**src/rtl/eq_pkg.sv**
```systemverilog
// Shared types, constants and the 16-bit saturation helper for the equalizer band scheduler.
// Build option: EQ_VOLUME_EN adds the VOL state (master volume pass through the shared scaler).
// No clocked logic here.
package eq_pkg;

  localparam int AUDIO_W     = 16;
  localparam int GAIN_W      = 12;
  localparam int SCALE_SHIFT = 10;
  localparam logic [15:0] SAT_MAX = 16'h7FFF;
  localparam logic [15:0] SAT_MIN = 16'h8000;

`ifdef EQ_VOLUME_EN
  typedef enum logic [1:0] {IDLE, ISSUE, DRAIN, VOL} state_t;
`else
  typedef enum logic [1:0] {IDLE, ISSUE, DRAIN} state_t;
`endif

  // Clamp a sign-extended value into the signed 16-bit range.
  function automatic logic [15:0] sat16(input logic signed [31:0] v);
    logic [15:0] r;
    if (v > 32'sd32767) begin
      r = SAT_MAX;
    end else if (v < -32'sd32768) begin
      r = SAT_MIN;
    end else begin
      r = v[15:0];
    end
    return r;
  endfunction

endpackage

```
**src/rtl/band_mult_sat.sv**
```systemverilog
// Shared scaler: signed audio times unsigned 12-bit gain (0x400 = unity), >>10, saturated to 16 bits.
// Purely combinational; zero latency.
// No flow control; the caller registers the operands.
module band_mult_sat
  import eq_pkg::*;
(
  input  logic [AUDIO_W-1:0] audio,
  input  logic [GAIN_W-1:0]  gain,
  output logic [AUDIO_W-1:0] result
);

  localparam int P_W   = AUDIO_W + GAIN_W + 1;
  localparam int TOP_L = AUDIO_W + SCALE_SHIFT - 1;

  logic signed [AUDIO_W-1:0] a_s;
  logic signed [GAIN_W:0]    g_s;
  logic signed [P_W-1:0]     p;
  logic [P_W-1:TOP_L]        top;
  logic                      unused_lsb;

  assign a_s        = audio;
  assign g_s        = {1'b0, gain};
  assign p          = a_s * g_s;
  assign top        = p[P_W-1:TOP_L];
  assign unused_lsb = ^p[SCALE_SHIFT-1:0];

  // Take the scaled window; clamp when the bits above it are not a pure sign extension.
  always_comb begin
    result = p[TOP_L:SCALE_SHIFT];
    if (!((&top) || (~|top))) begin
      result = p[P_W-1] ? SAT_MIN : SAT_MAX;
    end
  end

endmodule

```
**src/rtl/eq_band_sched.sv**
```systemverilog
// Equalizer band scheduler: snapshots all bands, scales one per cycle through one shared scaler, sums.
// Latency N+1 edges from accepted smpl_vld to eq_vld (N+2 with EQ_VOLUME_EN for the volume pass).
// No backpressure: smpl_vld while busy is dropped and flags sticky ovr.
module eq_band_sched
  import eq_pkg::*;
#(
  parameter int NUM_BANDS = 5
) (
  input  logic                         clk,
  input  logic                         rst_n,
  input  logic                         smpl_vld,
  input  logic [NUM_BANDS*AUDIO_W-1:0] band_audio,
  input  logic [NUM_BANDS*GAIN_W-1:0]  band_pot,
  input  logic [GAIN_W-1:0]            volume,
  output logic [AUDIO_W-1:0]           eq_out,
  output logic                         eq_vld,
  output logic                         busy,
  output logic                         ovr
);

  localparam int ACC_W = AUDIO_W + $clog2(NUM_BANDS);
  localparam int IDX_W = $clog2(NUM_BANDS + 1);
  localparam logic [IDX_W-1:0] LAST_IDX = IDX_W'(NUM_BANDS - 1);

  state_t                       state_q, state_d;
  logic [IDX_W-1:0]             idx_q, idx_d;
  logic signed [ACC_W-1:0]      acc_q, acc_d;
  logic [NUM_BANDS*AUDIO_W-1:0] audio_snap_q, audio_snap_d;
  logic [NUM_BANDS*GAIN_W-1:0]  pot_snap_q, pot_snap_d;
  logic [AUDIO_W-1:0]           op_audio_q, op_audio_d;
  logic [GAIN_W-1:0]            op_gain_q, op_gain_d;
  logic [AUDIO_W-1:0]           eq_out_q, eq_out_d;
  logic                         eq_vld_q, eq_vld_d;
  logic                         ovr_q, ovr_d;

  logic [AUDIO_W-1:0]           scaled;
  logic signed [ACC_W-1:0]      scaled_ext;
  logic signed [ACC_W-1:0]      sum;
  logic [AUDIO_W-1:0]           sum_sat;

  band_mult_sat u_mult (
    .audio  (op_audio_q),
    .gain   (op_gain_q),
    .result (scaled)
  );

  assign scaled_ext = {{(ACC_W-AUDIO_W){scaled[AUDIO_W-1]}}, scaled};
  assign sum        = acc_q + scaled_ext;
  assign sum_sat    = sat16(32'(sum));

`ifndef EQ_VOLUME_EN
  logic unused_volume;
  assign unused_volume = ^volume;
`endif

  // Next-state: snapshot on accept, feed one band per cycle, accumulate the previous band's product.
  always_comb begin
    state_d      = state_q;
    idx_d        = idx_q;
    acc_d        = acc_q;
    audio_snap_d = audio_snap_q;
    pot_snap_d   = pot_snap_q;
    op_audio_d   = op_audio_q;
    op_gain_d    = op_gain_q;
    eq_out_d     = eq_out_q;
    eq_vld_d     = 1'b0;
    ovr_d        = ovr_q | (smpl_vld && (state_q != IDLE));
    case (state_q)
      IDLE: begin
        if (smpl_vld) begin
          audio_snap_d = band_audio;
          pot_snap_d   = band_pot;
          acc_d        = '0;
          idx_d        = '0;
          state_d      = ISSUE;
        end
      end
      ISSUE: begin
        op_audio_d = audio_snap_q[idx_q*AUDIO_W +: AUDIO_W];
        op_gain_d  = pot_snap_q[idx_q*GAIN_W +: GAIN_W];
        idx_d      = idx_q + IDX_W'(1);
        // The operand register is still empty on the first issue cycle.
        if (idx_q != '0) begin
          acc_d = sum;
        end
        if (idx_q == LAST_IDX) begin
          state_d = DRAIN;
        end
      end
      DRAIN: begin
`ifdef EQ_VOLUME_EN
        op_audio_d = sum_sat;
        op_gain_d  = volume;
        state_d    = VOL;
`else
        eq_out_d   = sum_sat;
        eq_vld_d   = 1'b1;
        state_d    = IDLE;
`endif
      end
`ifdef EQ_VOLUME_EN
      VOL: begin
        eq_out_d = scaled;
        eq_vld_d = 1'b1;
        state_d  = IDLE;
      end
`endif
      default: state_d = IDLE;
    endcase
  end

  // State and datapath registers; reset aborts any in-flight computation.
  always_ff @(posedge clk or negedge rst_n) begin
    if (!rst_n) begin
      state_q      <= IDLE;
      idx_q        <= '0;
      acc_q        <= '0;
      audio_snap_q <= '0;
      pot_snap_q   <= '0;
      op_audio_q   <= '0;
      op_gain_q    <= '0;
      eq_out_q     <= '0;
      eq_vld_q     <= 1'b0;
      ovr_q        <= 1'b0;
    end else begin
      state_q      <= state_d;
      idx_q        <= idx_d;
      acc_q        <= acc_d;
      audio_snap_q <= audio_snap_d;
      pot_snap_q   <= pot_snap_d;
      op_audio_q   <= op_audio_d;
      op_gain_q    <= op_gain_d;
      eq_out_q     <= eq_out_d;
      eq_vld_q     <= eq_vld_d;
      ovr_q        <= ovr_d;
    end
  end

  assign eq_out = eq_out_q;
  assign eq_vld = eq_vld_q;
  assign busy   = (state_q != IDLE);
  assign ovr    = ovr_q;

endmodule

```
**config.mk**
```make
export PLATFORM = sky130hd
export DESIGN_NAME = eq_band_sched
export DESIGN_NICKNAME = d
export VERILOG_FILES = /design/src/rtl/eq_pkg.sv /design/src/rtl/band_mult_sat.sv /design/src/rtl/eq_band_sched.sv
export SDC_FILE = /design/constraint.sdc
export NUM_CORES = 1
export LEC_CHECK = 0
export ABC_AREA = 1
export CAP_MARGIN = 20
export CORE_MARGIN = 5
export CORE_UTILIZATION = 55
export CTS_CLUSTER_SIZE = 30
export DETAILED_ROUTE_END_ITERATION = 6
export GPL_TIMING_DRIVEN = 0
export PLACE_DENSITY_LB_ADDON = 0.3
export RECOVER_POWER = 50
export SLEW_MARGIN = 40
export SYNTH_ARGS = -nofsm -noshare
export SYNTH_HDL_FRONTEND = slang
export SYNTH_SLANG_ARGS = --single-unit
```
**constraint.sdc**
```tcl
create_clock -name clk -period 10.7 [get_ports clk]
set_input_delay 2.14 -clock clk [delete_from_list [all_inputs] [get_ports clk]]
set_output_delay 2.14 -clock clk [all_outputs]
set_load 0.02 [all_outputs]
```
==> reports/results.ini, run 1 <==
[status]
status = finished with violations
violations = capacitance limit, slew limit

[clock_tree]
cts-root-to-sink-buffers = 3
cts.clk_slew.worst_paths_ns = 0.06
total_clock_buffers_created_by_cts = 21
clock_tree.htree_level_count = 1
cts.sink_count = 210
clock_tree_from_tritoncts = built
hold_buf_cts = 0
clock_insertion_delay_worst_skew_ns = 0.52
cts.root.buffer_cell = clkbuf_16
postCtsSetupBuffers = 0
post_cts_sizing = 0

[route]
detailroute.via_count = 15500
detail_route.vias_per_cell = 5.31
route.detailed.wl_per_inst_um = 16.3
drt_wl_total_um = 47600
post-route-drc-count = 0
number_of_drc_markers_after_the_initial_detailed_route_iteration = 1133
final_antenna_net_count = 0
drt_pass1_iterations = 6

[synthesis]
synth_top_area_share_pct = 29.8
synth_area_leaders = dfrtp_1 (30%), fa_1 (20%), nand2_1 (18%), inv_1 (9.3%), ha_1 (5.9%)
post_synthesis_area_per_instance_um2 = 7.60
count_of_yosys_warnings_during_synthesis = 0
syn-cell-area_um2 = 17600
yosys_most_used_dff = dfrtp_1
top_post_synthesis_cells_by_count = nand2_1 (825), inv_1 (436), dfrtp_1 (210)
syn-num-nets = 2739
flip_flop_and_latch_count_after_synthesis = 210
gate_count_post_synth = 2323
yosys.cell_count.top_type = nand2_1
yosysTopAreaCell = dfrtp_1
yosysSeqAreaShare_pct = 29.8
netlist-cell-type-count = 40
number_of_synthesized_flops_with_an_enable_pin = 0
asyncSetResetFlopFracSynth_pct = 100

[layout]
area_growth_syn_to_layout_pct = 16.2
number_of_diodes_added_for_antenna_fixing = 0
post_route_cells_drive_above_1_share_pct = 2.30
finalNetCount = 2926

[floorplan]
floorplan.rows = 65
design.portCount = 174
die_width_um = 189
coreArea_um2 = 31600
die-area_um2 = 35800
floorplan.initialDensity_pct = 55.8
die_height_um = 189

[timing]
finalCritPeriodShare_pct = 85.0
final.setup_skew_ns = 0.0283
maxSlewHeadroom_pct = -116
timing.hold.ws_ns = 0.468
layout_setup_ws_ns = 1.60
report.final.setup_viol = 0
drv_slew = 122
unrepaired_setup_endpoints_after_global_routing = no
tightestPinTransition_ns = 3.25
final-hold-violation-count = 0
fmaxAchievable_mhz = 110
period_minus_slack_ns = 9.10

[critical_path]
timing.critical_path.buf_inv = 8
critPathKind = flip-flop to flip-flop
timing.critical_path.required_ns = 11.15
worstSetupEndpointType = flip-flop
startpoint_type = flip-flop
worst_path_most_repeated_cell = nand2_1
crit_arrival_ns = 9.54
timing.critical_path.fanout_max = 10
crit_slowest_cell = fa_1
critical_path.max_stage_delay_ns = 0.63
critical_path.top_delay_family = adder cells

[global_routing]
grt_use_total_pct = 26.7
grt_first_pass_wirelength_um = 78300
global_route.overflow_total = 0
grt_antenna_before_repair = 0
grt_start_max_net_pins = 75
grt_pass1_vias = 15700

[worst_hold_path]
hold_path_class = flip-flop to flip-flop

[placement]
port_buffers = 161
dp.final_hpwl_um = 38900
final_gp_congestion = 0.932
dp_worst_setup_slack_ns = 1.72

[job]
cap_violations = 2

## path summary, 6_finish.rpt
check                                  from  cells after the start  slack, ns               end
max in group asynchronous             rst_n                      3       3.01    pot_snap_q[55]
hold reg to reg            audio_snap_q[28]                      2       0.47  audio_snap_q[28]
setup / recovery               op_gain_q[3]                     42       1.60        eq_out[10]
min in group asynchronous             rst_n                      1       1.73         acc_q[15]
setup reg to reg               op_gain_q[3]                     42       1.60        eq_out[10]
hold / removal             audio_snap_q[28]                      2       0.47  audio_snap_q[28]
## sequential cells by signal, indices dropped and copies added (netlist names)
signal        flops
audio_snap_q     80
pot_snap_q       60
acc_q            19
eq_out           16
op_audio_q       16
op_gain_q        12
idx_q             3
state_q           2
eq_vld            1
ovr               1
## tightest hold or removal path: cells and delay by family, from the launching register on
family | cells | cell delay [ns]
flops | 1 | 0.34
simple gates | 2 | 0.10
## metal layers
metal / share of wire, % / up-vias / GRT usage, %
li1: - / 7365 / -
met1: 42 / 7438 / 35.6
met2: 48 / 613 / 46.4
met3: 6.9 / 110 / 3.60
met4: 2.6 / 0 / 7.15
met5: 0 / - / 0
## kinds of logic after synthesis
kind of cell / count (synthesis) / synth area share, %
fa+ha+maj: 261 / 26.1
xor+xnor: 30 / 1.49
buf+inv: 547 / 11.8
flops: 210 / 29.8
compound gates: 303 / 9.52
simple gates: 972 / 21.4
## cell type report
| cell class | instances | area (um2) |
|---|---|---|
| tap | 402 | 503 |
| fill | 2634 | 11100 |
| clock inverter | 7 | 97.6 |
| buffer | 108 | 430 |
| inverter | 439 | 1650 |
| sequential | 210 | 5260 |
| multi-input combinational | 1566 | 10300 |
| timing repair buffer | 164 | 1640 |
| clock buffer | 29 | 626 |
## per-stage QoR
step                      area, um2  instances  TNS [ns]  util [%]
final                         20500       2925         0      64.8
after global routing          20500       2925         0      64.8
after CTS                     20600       2925         0      65.0
after detailed placement      19900       2889         0      62.8
after global placement        19800       2886   -195.45      62.5
after floorplan               17600       2323         0         -
## placed cells by master (no fill, tap or decap), types with 3 or more instances in the layout
cell / n
nand2_1: 825
inv_1: 436
dfrtp_1: 210
fa_1: 178
clkdlybuf4s50_1: 159
o21ai_0: 156
clkbuf_1: 105
nor2_1: 90
ha_1: 83
a21oi_1: 70
a22oi_1: 28
nand3_1: 24
xor2_1: 22
o22ai_1: 21
clkbuf_16: 21
a31oi_1: 8
nand2_2: 8
xnor2_1: 8
clkbuf_8: 7
o21bai_1: 6
a21o_1: 6
nor3_1: 6
nand4_1: 6
nor2_2: 3
nand3b_1: 3
nor4_1: 3
Power of run 1 is left out: the tool's default activity adds up to more than one toggle a clock period on the data nets, which glitch-free logic cannot reach.
==> inputs of run 2 (changes only) <==
--- a/config.mk
+++ b/config.mk
@@ -14,2 +14,3 @@
 export GPL_TIMING_DRIVEN = 0
+export MAX_ROUTING_LAYER = met4
 export PLACE_DENSITY_LB_ADDON = 0.3
==> constraint.sdc (replaced) <==
create_clock -name clk -period 10.7 [get_ports clk]
set_input_delay 2.675 -clock clk [delete_from_list [all_inputs] [get_ports clk]]
set_output_delay 2.675 -clock clk [all_outputs]
set_load 0.02 [all_outputs]
==> reports/results.ini, run 2 (synthesized netlist as in run 1, its figures left out) <==
[clock_tree]
cts.root.buffer_cell = clkbuf_16
clock_insertion_delay_worst_skew_ns = 0.51  ; about the same
clock_tree_from_tritoncts = built
post_cts_sizing = 0  ; unchanged
postCtsSetupBuffers = 0  ; unchanged
clock_tree.htree_level_count = 1  ; unchanged
cts.sink_count = 210  ; unchanged
total_clock_buffers_created_by_cts = 21  ; unchanged
hold_buf_cts = 0  ; unchanged
cts-root-to-sink-buffers = 3  ; unchanged
cts.clk_slew.worst_paths_ns = 0.06  ; about the same

[floorplan]
coreArea_um2 = 31600  ; unchanged
floorplan.rows = 65  ; unchanged
die_width_um = 189  ; unchanged
floorplan.initialDensity_pct = 55.8  ; unchanged
design.portCount = 174  ; unchanged
die-area_um2 = 35800  ; unchanged
die_height_um = 189  ; unchanged

[layout]
number_of_flip_flops_under_the_largest_register_name = 80  ; unchanged
layout.cells.most_common = nand2_1
area_growth_syn_to_layout_pct = 16.1
most_frequent_cells_in_the_layout = nand2_1 (825), inv_1 (436), dfrtp_1 (210), fa_1 (178), clkdlybuf4s50_1 (159)
reg.largest.list = audio_snap_q (80), pot_snap_q (60), acc_q (19)
regMostFlops = audio_snap_q
number_of_diodes_added_for_antenna_fixing = 0  ; unchanged
ff_latch_area_um2 = 5260  ; unchanged
post_route_cells_drive_above_1_share_pct = 2.38  ; +0.077 points
finalNetCount = 2926  ; unchanged
stdcell_count = 2927  ; +0.068%
multi_input_area_um2 = 10300  ; about the same
fillerInstances = 2691  ; +2.2%

[timing]
report.final.setup_viol = 0  ; unchanged
maxSlewHeadroom_pct = -129  ; -12 points
drv_slew = 125  ; +2.5%
final.setup_skew_ns = 0.0233  ; -0.00495 ns
unrepaired_setup_endpoints_after_global_routing = no
period_minus_slack_ns = 9.11  ; +0.0113 ns
tightestPinTransition_ns = 3.43  ; +0.186 ns
final-hold-violation-count = 0  ; unchanged
fmaxAchievable_mhz = 110  ; -0.12%
layout_setup_ws_ns = 1.59  ; -0.0113 ns
finalCritPeriodShare_pct = 85.1  ; +0.11 points

[status]
violations = capacitance limit, slew limit
status = finished with violations

[worst_hold_path]
hold_path_class = flip-flop to flip-flop
hold_start = audio_snap_q[25]

[global_routing]
grt_antenna_before_repair = 0  ; unchanged
global_route.overflow_total = 0  ; unchanged
grt_first_pass_wirelength_um = 79700  ; +1.7%
grt_pass1_vias = 16100  ; +2.5%
grt_use_total_pct = 28.0  ; +1.2 points
grt_start_max_net_pins = 71  ; -5.3%

[job]
cap_violations = 2  ; unchanged

[route]
route.detailed.wl_per_inst_um = 16.3  ; about the same
final_antenna_net_count = 0  ; unchanged
drt_pass1_iterations = 6  ; unchanged
drt_wl_total_um = 47700  ; +0.17%
post-route-drc-count = 0  ; unchanged
detailroute.via_count = 15500  ; +0.045%
detail_route.vias_per_cell = 5.31  ; about the same
number_of_drc_markers_after_the_initial_detailed_route_iteration = 1163  ; +2.6%

[critical_path]
worstSetupEndpointType = flip-flop
critical_path.max_stage_delay_ns = 0.62  ; about the same
worst_r2r_startpoint = op_gain_q[3]
startpoint_type = flip-flop
critPathLaunch = op_gain_q[3]
crit_slowest_cell = fa_1
worst_path_most_repeated_cell = nand2_1
timing.critical_path.required_ns = 11.14  ; about the same
timing.critical_path.fanout_max = 10  ; unchanged
critPathKind = flip-flop to flip-flop
crit_arrival_ns = 9.55  ; about the same

[placement]
final_gp_congestion = 0.953  ; +2.3%
total_placed_cells_including_tap_cells = 2889  ; unchanged
port_buffers = 161  ; unchanged
dp.final_hpwl_um = 39300  ; +1.1%
dp_worst_setup_slack_ns = 1.71  ; -0.00304 ns

==> run 2: final cells by class <==
class	instances	share of cell area [%]
plain buffers	108	2.10
clock buffers	26	2.80
clock inverters	12	0.592
inverters	439	8.04
multi-input cells	1566	50.4
flip-flops and latches	210	25.6
well taps	402	2.45
repair buffers	164	8.01
==> run 2: worst paths after layout <==
check / slack [ns] / to / cells after the start
worst max-delay path: 1.59 / eq_out[10] / 42
worst min-delay path: 0.47 / audio_snap_q[25] / 2
worst max register to register: 1.59 / eq_out[10] / 42
worst min register to register: 0.47 / audio_snap_q[25] / 2
max in group asynchronous: 2.25 / audio_snap_q[0] / 3
min in group asynchronous: 2.32 / acc_q[16] / 1
==> run 2: per-stage QoR <==
step           instance area (um2)  setup TNS [ns]  util [%]  hold WS, ns
2_1_floorplan                17600               0         -        0.437
3_3_place_gp                 19800         -324.86      62.5        0.448
3_5_place_dp                 19900               0      62.8        0.453
4_1_cts                      20500               0      65.0        0.468
5_1_grt                      20500               0      64.8        0.488
6_report                     20500               0      64.8        0.468
==> run 2: critical path: cells and delay by family (launching register included) <==
kind,cells,cell delay (ns)
DFF,1,0.32
and+or+nand+nor,21,2.25
xor gates and xnor gates,1,0.29
buffers and inverters,8,1.59
AOI/OAI and AO/OA,4,0.80
adders and majority gates,8,3.82
==> run 2: per-layer routing <==
layer | part of all wire (%) | global-route usage [%] | wire length (um) | vias to the layer above
met5 | 0 | - | 0 | -
met4 | 2.4 | 6.47 | 1130 | 0
met2 | 48 | 46.9 | 23000 | 585
li1 | - | - | - | 7362
met1 | 43 | 37.3 | 20500 | 7498
met3 | 6.4 | 2.86 | 3060 | 88
Power of run 2 is left out for the same reason.
